File: config.mk
export PLATFORM = sky130hd
export DESIGN_NAME = ped_request_cond
export DESIGN_NICKNAME = d
export VERILOG_FILES = /design/src/rtl/ped_request_cond.sv
export SDC_FILE = /design/constraint.sdc
export NUM_CORES = 1
export LEC_CHECK = 0
export ABC_CLOCK_PERIOD_IN_PS = 1900
export BUFFER_PORTS_ARGS = -buffer_cell sky130_fd_sc_hd__buf_4
export CAP_MARGIN = 10
export CORE_MARGIN = 10
export CORE_UTILIZATION = 55
export DETAILED_ROUTE_END_ITERATION = 6
export GPL_TIMING_DRIVEN = 0
export PLACE_DENSITY = 0.8
export SLEW_MARGIN = 25
export SYNTH_ARGS = -nofsm -noshare
export SYNTH_HDL_FRONTEND = slang
export SYNTH_SLANG_ARGS = --single-unit
File: constraint.sdc
create_clock -name clk -period 1.9 [get_ports clk]
set_input_delay 0.285 -clock clk [delete_from_list [all_inputs] [get_ports clk]]
set_output_delay 0.285 -clock clk [all_outputs]
set_load 0.1 [all_outputs]
File: src/rtl/ped_request_cond.sv
// ----------------------------------------------------------------------------
// ped_request_cond
//
// Pedestrian push-button front end for the pedestrian traffic-light
// controller. The raw button comes straight from a pin, so it is first
// brought into the clock domain with a two-flop synchroniser. It is then
// debounced, and every accepted released->pressed transition produces a
// one-cycle press pulse. A walk request is latched from that pulse and
// held until the downstream controller acknowledges it by entering its
// green (walk) phase. A saturating press counter is kept for diagnostics.
//
// Parameters:
//   DEBOUNCE_CYCLES  consecutive cycles the synchronised button must
//                    disagree with the stable level before the new level
//                    is accepted (legal range 2 .. 2**20)
//   BTN_ACTIVE_LOW   1 inverts btn_in at the pin, before the synchroniser
//
// Ports:
//   clk          in   single clock, all state on the rising edge
//   rst_n        in   asynchronous active-low reset
//   btn_in       in   raw, asynchronous, bouncing push-button
//   ack_in       in   controller green/walk indication (clk domain)
//   press_pulse  out  one-cycle pulse per debounced press
//   btn_stable   out  debounced button level, 1 = pressed
//   walk_req     out  latched pedestrian request to the controller
//   press_count  out  saturating count of debounced presses (0..15)
//
// Every output is taken directly from a flop, so there is no
// combinational path from any input to any output.
// ----------------------------------------------------------------------------
module ped_request_cond #(
  parameter int unsigned DEBOUNCE_CYCLES = 50000,
  parameter bit          BTN_ACTIVE_LOW  = 1'b0
) (
  input  logic       clk,
  input  logic       rst_n,
  input  logic       btn_in,
  input  logic       ack_in,
  output logic       press_pulse,
  output logic       btn_stable,
  output logic       walk_req,
  output logic [3:0] press_count
);

  // The debounce counter only ever has to reach DEBOUNCE_CYCLES-1, so
  // $clog2 of the cycle count is exactly wide enough.
  localparam int unsigned CNT_W = (DEBOUNCE_CYCLES > 1) ? $clog2(DEBOUNCE_CYCLES) : 1;
  localparam logic [CNT_W-1:0] CNT_MAX = CNT_W'(DEBOUNCE_CYCLES - 1);

  logic             btn_pol;
  logic             s1;
  logic             s2;
  logic [CNT_W-1:0] cnt;
  logic             mismatch;
  logic             cnt_done;
  logic             accept_press;
  logic             ack_d;
  logic             ack_rise;

  // Normalise polarity at the pin so everything downstream treats
  // 1 as "pressed" regardless of how the button is wired.
  assign btn_pol = btn_in ^ BTN_ACTIVE_LOW;

  // Two-flop synchroniser. btn_in is fully asynchronous to clk, so only
  // s2 is allowed to feed any further logic.
  always_ff @(posedge clk or negedge rst_n) begin
    if (!rst_n) begin
      s1 <= 1'b0;
      s2 <= 1'b0;
    end else begin
      s1 <= btn_pol;
      s2 <= s1;
    end
  end

  // A level change is accepted only once s2 has disagreed with the stable
  // level for DEBOUNCE_CYCLES consecutive edges: the counter covers the
  // first DEBOUNCE_CYCLES-1 of them and the acceptance itself happens on
  // the last one. accept_press singles out the released->pressed case,
  // which is the only transition that counts as a press.
  always_comb begin
    mismatch     = (s2 != btn_stable);
    cnt_done     = (cnt == CNT_MAX);
    accept_press = mismatch && cnt_done && s2;
  end

  // Debounce counter and stable level. Any single edge on which s2 agrees
  // with the stable level clears the counter, so a bounce train can never
  // accumulate towards an acceptance.
  always_ff @(posedge clk or negedge rst_n) begin
    if (!rst_n) begin
      cnt        <= '0;
      btn_stable <= 1'b0;
    end else if (!mismatch) begin
      cnt <= '0;
    end else if (cnt_done) begin
      btn_stable <= s2;
      cnt        <= '0;
    end else begin
      cnt <= cnt + 1'b1;
    end
  end

  // The press pulse is registered from the same decision that raises
  // btn_stable, so it is high during exactly the cycle after the edge on
  // which the debounced level goes 0->1. Releases never pulse.
  always_ff @(posedge clk or negedge rst_n) begin
    if (!rst_n) begin
      press_pulse <= 1'b0;
    end else begin
      press_pulse <= accept_press;
    end
  end

  // Delayed copy of the acknowledge. Because ack_d resets to 0, an ack
  // held high across reset release is seen as a rising edge on the first
  // edge after reset.
  always_ff @(posedge clk or negedge rst_n) begin
    if (!rst_n) begin
      ack_d <= 1'b0;
    end else begin
      ack_d <= ack_in;
    end
  end

  assign ack_rise = ack_in & ~ack_d;

  // Walk request latch. The controller entering walk always clears the
  // request, even if a press is accepted on that very edge. A press made
  // while walk is already showing is not latched: the pedestrian already
  // has the crossing.
  always_ff @(posedge clk or negedge rst_n) begin
    if (!rst_n) begin
      walk_req <= 1'b0;
    end else if (ack_rise) begin
      walk_req <= 1'b0;
    end else if (accept_press && !ack_in) begin
      walk_req <= 1'b1;
    end
  end

  // Saturating press counter. It counts every accepted press, including
  // those that did not set walk_req, and sticks at 15 until reset.
  always_ff @(posedge clk or negedge rst_n) begin
    if (!rst_n) begin
      press_count <= 4'd0;
    end else if (accept_press && (press_count != 4'd15)) begin
      press_count <= press_count + 4'd1;
    end
  end

endmodule

After elaboration in Yosys (flattened, before gate mapping)
Index checks and enable logic that the tools add are counted.
{"block": "totals", "ff_bits": 26, "latch_bits": 0, "ram_bits": 0, "romBits": 0, "input_bits": 4, "out_inout_bits": 7, "elab_cells": 26, "mem_count": 0}
{"block": "classes", "addsub": 2, "n_mul": 0, "div_mod_pow": 0, "magnitude_cmp": 0, "eq_ne": 3, "shift": 0, "n_mux": 4, "n_bitwise": 2, "reduce_logical": 7}
{"operator": "16-bit 2-to-1 mux", "count": 2}
{"operator": "16-bit by 1-bit adder with 16-bit output (second input constant)", "count": 1}
{"operator": "16-bit == test (second input constant)", "count": 1}
{"operator": "4-bit by 1-bit adder with 4-bit output (second input constant)", "count": 1}
{"operator": "1-bit logical AND", "count": 4}
{"operator": "4-bit != test (second input constant)", "count": 1}
{"operator": "1-bit 2-to-1 mux", "count": 2}
{"operator": "2-bit AND reduction", "count": 1}
{"operator": "2-bit nonzero test", "count": 1}
{"operator": "1-bit bitwise AND", "count": 1}
{"operator": "1-bit zero test", "count": 1}
{"operator": "1-bit != test", "count": 1}
{"operator": "1-bit inverter", "count": 1}

Logic depth before layout (Yosys ltp)
{"block": "depth", "depth_word": 6, "depth_mapped": 6, "depth_no_buf": 5}

Least setup slack after synthesis
OpenSTA, ideal clock, no wires.
{"block": "synth_timing", "kind": "flip-flop to flip-flop", "startpoint": "reg press_count[0]", "endpoint": "reg press_count[1]", "setup_ns": 0.128, "t_arrival_ns": 1.842, "t_required_ns": 1.772, "path_slack_ns": -0.070, "stages_incl_launch_ff": 5, "path_buffers": 0, "period_less_slack_ns": 1.970, "cell_sequence": "dfrtp_1 -> ha_1 -> nand3_1 -> nor3b_2 -> mux2_1"}
{"block": "synth_between", "elab_chain_cells": 2, "word_cells_on_any_way": 3, "classes_between": "add/sub (1); eq/ne (1); reduce/logical (1)"}
{"element": "start: declaration", "line": "42", "source": "output logic [3:0] press_count"}
{"element": "start signal: assignment", "line": "148", "source": "press_count <= press_count + 4'd1;"}
{"element": "parallel branches: the longest is 2 deep, another holds 4-bit by 1-bit adder with 4-bit output"}
Several ways; the timed one is not identified.
A chain may end at the register's enable or synchronous reset.

Final worst setup path
{"block": "layout_timing", "startpoint": "reg cnt[1]", "endpoint": "reg press_count[1]"}
{"block": "layout_between", "elab_chain_cells": 4}
{"element": "start: declaration", "line": "53", "source": "logic [CNT_W-1:0] cnt;"}
{"element": "start signal: assignment", "line": "100", "source": "cnt <= cnt + 1'b1;"}
{"element": "16-bit == test", "line": "83", "source": "cnt_done = (cnt == CNT_MAX);"}
{"element": "1-bit logical AND (2 in series)", "line": "84", "source": "accept_press = mismatch && cnt_done && s2;"}
{"element": "1-bit logical AND", "line": "147", "source": "end else if (accept_press && (press_count != 4'd15)) begin"}
Every way passes these cells.

==> out/metrics.yaml <==
synthesis:
  avgSynthCellArea_um2: 11.2
  synthCells: 113
  synth_nets: 119
  yosysUniqueCellTypes: 26
  synth_edf_count: 0
  synthMostInstantiatedCell: "dfrtp_1"
  synth_common_cells: "dfrtp_1 (26), nor2_1 (20), xnor2_1 (12), nand2_1 (7), nand3_1 (7)"
  yosys_warnings: 0
  synthFlopType: "dfrtp_1"
  ys_top_cells_by_area: "dfrtp_1 (51%), xnor2_1 (8.3%), nor2_1 (5.9%)"
  yosysTopAreaCell: "dfrtp_1"
  synth_seq_cells: 26
  seq_area_frac_synth_pct: 51.4
  synthArstFlopShare_pct: 100
  synth_area_um2: 1270
  synth_top_area_share_pct: 51.4
floorplanning:
  coreArea_um2: 2210
  die_w_um: 68.0
  start_util_pct: 57.2
  dieArea_um2: 4620
  die_h_um: 68.0
  rows: 17
  ios: 11
cts:
  insertion_delay_ps: 320
  cts_tree: "built"
  htreeDepth: 1
  cts.sinks: 26
  cts_made_buffers: 3
  clockRootBuffer: "clkbuf_4"
  clkTransAtPathRegs_ps: 140
  clk_path_buf_depth: 2
sta:
  rsz0062_at_grt: "no"
  tns_ps: 0
  fin_crit_ps: 1770
  slew_viol_final: 0
  final_hold_viol_count: 0
  fin_crit_sh_pct: 93.4
  worstMarginPinSlew_ps: 337
  setup_viol: 0
  fin_skew_ps: 20.6
  fmax_mhz: 564
  max_slew_margin_pct: 77.4
power:
  fin_total_pwr_mw: 0.978
  powerDensity_nw_per_um2: 671
  ir_drop_mv: 0.635
  leakagePower_nw: 0.625
worst_setup_path:
  crit_required_ps: 2130
  critPathCaptureType: "flop"
  crit_fanout: 4
  cp-start-kind: "flop"
  slowest_stage: "dfrtp_1"
  cp.arrival_ps: 2000
  cp_cell_sequence: "ha_1, and3_2, nand4_1, nor3b_2, mux2_1"
  slowest_delay_ps: 430
  path_class: "flop to flop"
run_status:
  outcome: "complete, no violations"
cells_and_area:
  drive_gt1_share_pct: 23.3
  syn_to_final_growth_pct: 15.0
  n_antenna_cell: 0
  instances_no_fill: 157
  final_nets: 136
placement:
  hpwlAfterDp_um: 1740
  placedCellCount: 151
  gp_congestion: 0.836
  portBuffers: 10
detailed_routing:
  wirelength_um: 2260
  firstDrtPassIters: 4
  via_count: 863
  wl_per_cell_um: 14.4
  drt-initial-drc-count: 45
  vias_per_cell: 5.50
  drc_errors: 0
  ant_nets: 0
global_routing:
  grt_pass1_wl_um: 3870
  grt_max_degree: 27
  track_usage_pct: 11.0
  grt-ovfl-total: 0
  antenna_found_initial: 0
  grt_pass1_vias: 831
job:
  drv_cap: 0
min_path:
  holdCritPathClass: "primary input to flop"
[path summary, 6_finish.rpt]
| kind | from | slack, ps | cells past startpoint | to |
|---|---|---|---|---|
| worst max register to register | cnt[1] | 130 | 5 | press_count[1] |
| min in group asynchronous | rst_n | 380 | 2 | cnt[4] |
| worst min-delay path | btn_in | 60 | 1 | s1 |
| worst max-delay path | cnt[1] | 130 | 5 | press_count[1] |
| max in group asynchronous | rst_n | 1260 | 2 | cnt[12] |
| worst min register to register | s1 | 370 | 0 | s2 |
[through the flow]
step / setup slack, ps / hold slack (ps) / util (%) / instance area (um2)
global route: 37.2 / 26.3 / 65.8 / 1460
global placement: 124 / 202 / 62.3 / 1380
floorplan: 85.6 / -10.6 / - / 1270
CTS: 68.5 / 49.8 / 65.2 / 1440
detailed placement: 87.7 / 208 / 62.3 / 1380
finish: 126 / 56.4 / 65.8 / 1460
[layout by cell type (no fill, tap or decap), drive strengths merged]
cell type / Yosys / routed
nand2: 7 / 7
nand3: 8 / 8
dfrtp: 26 / 26
nor3b: 1 / 1
xor2: 5 / 5
clkbuf: 0 / 3
ha: 2 / 2
nand2b: 1 / 1
nor4bb: 1 / 1
o211ai: 1 / 1
mux2: 2 / 2
nand4: 4 / 4
nor3: 3 / 3
a2bb2oi: 1 / 1
xnor2: 12 / 12
nor4: 7 / 7
bufinv: 0 / 1
inv: 4 / 4
nor4b: 2 / 2
and4bb: 2 / 2
buf: 1 / 12
and3: 3 / 3
dlygate4sd3: 0 / 1
nor2: 20 / 20
[power breakdown]
group	leakage [nW]	internal (mW)	switching (mW)
sequential	0.351	0.562	0.00744
clock	0.0279	0.214	0.154
combinational	0.247	0.0151	0.0263
total	0.625	0.790	0.188
[sequential cells by signal, indices dropped and copies added (netlist names)]
signal       flops
ack_d            1
btn_stable       1
cnt             16
press_count      4
press_pulse      1
s1               1
s2               1
walk_req         1
[final cells by class]
cell class	count	area, um2
Buffer	1	11.3
Clock buffer	3	22.5
Clock inverter	1	30.0
Fill cell	184	756
Inverter	4	15.0
Multi-Input combinational cell	82	597
Sequential cell	26	653
Tap cell	28	35.0
Timing Repair Buffer	12	92.6
[kinds of logic after synthesis]
kind of cell | after synthesis | share of synthesized area, %
fa+ha+maj | 2 | 1.98
flops | 26 | 51.4
xor+xnor | 17 | 11.8
compound gates | 2 | 1.28
mux | 2 | 1.78
simple gates | 59 | 29.7
buf+inv | 5 | 2.07
[layer usage]
metal	GRT usage, %	wire length, um	part of all wire (%)	up-vias
met1	12.8	1010	44	421
li1	-	-	-	426
met3	4.89	122	5.4	4
met2	17.4	1090	48	12
met4	4.02	41	1.8	0
met5	0	0	0	-
[critical path: cells and delay by family, from the launching register on]
kind / cells / cell delay (ps)
AND/OR/NAND/NOR: 3 / 650
flip-flops: 1 / 430
multiplexers: 1 / 340
adder cells (fa/ha/maj): 1 / 250
[repair_timing]
item / CTS / global route
setup buffers: 0 / 1
gates resized for setup: 0 / 2
hold buffers: 1 / 0
endpoints found under the setup margin: 0 / 11
hold endpoints to repair: 26 / 0
Power figures use the tool's default switching activity.
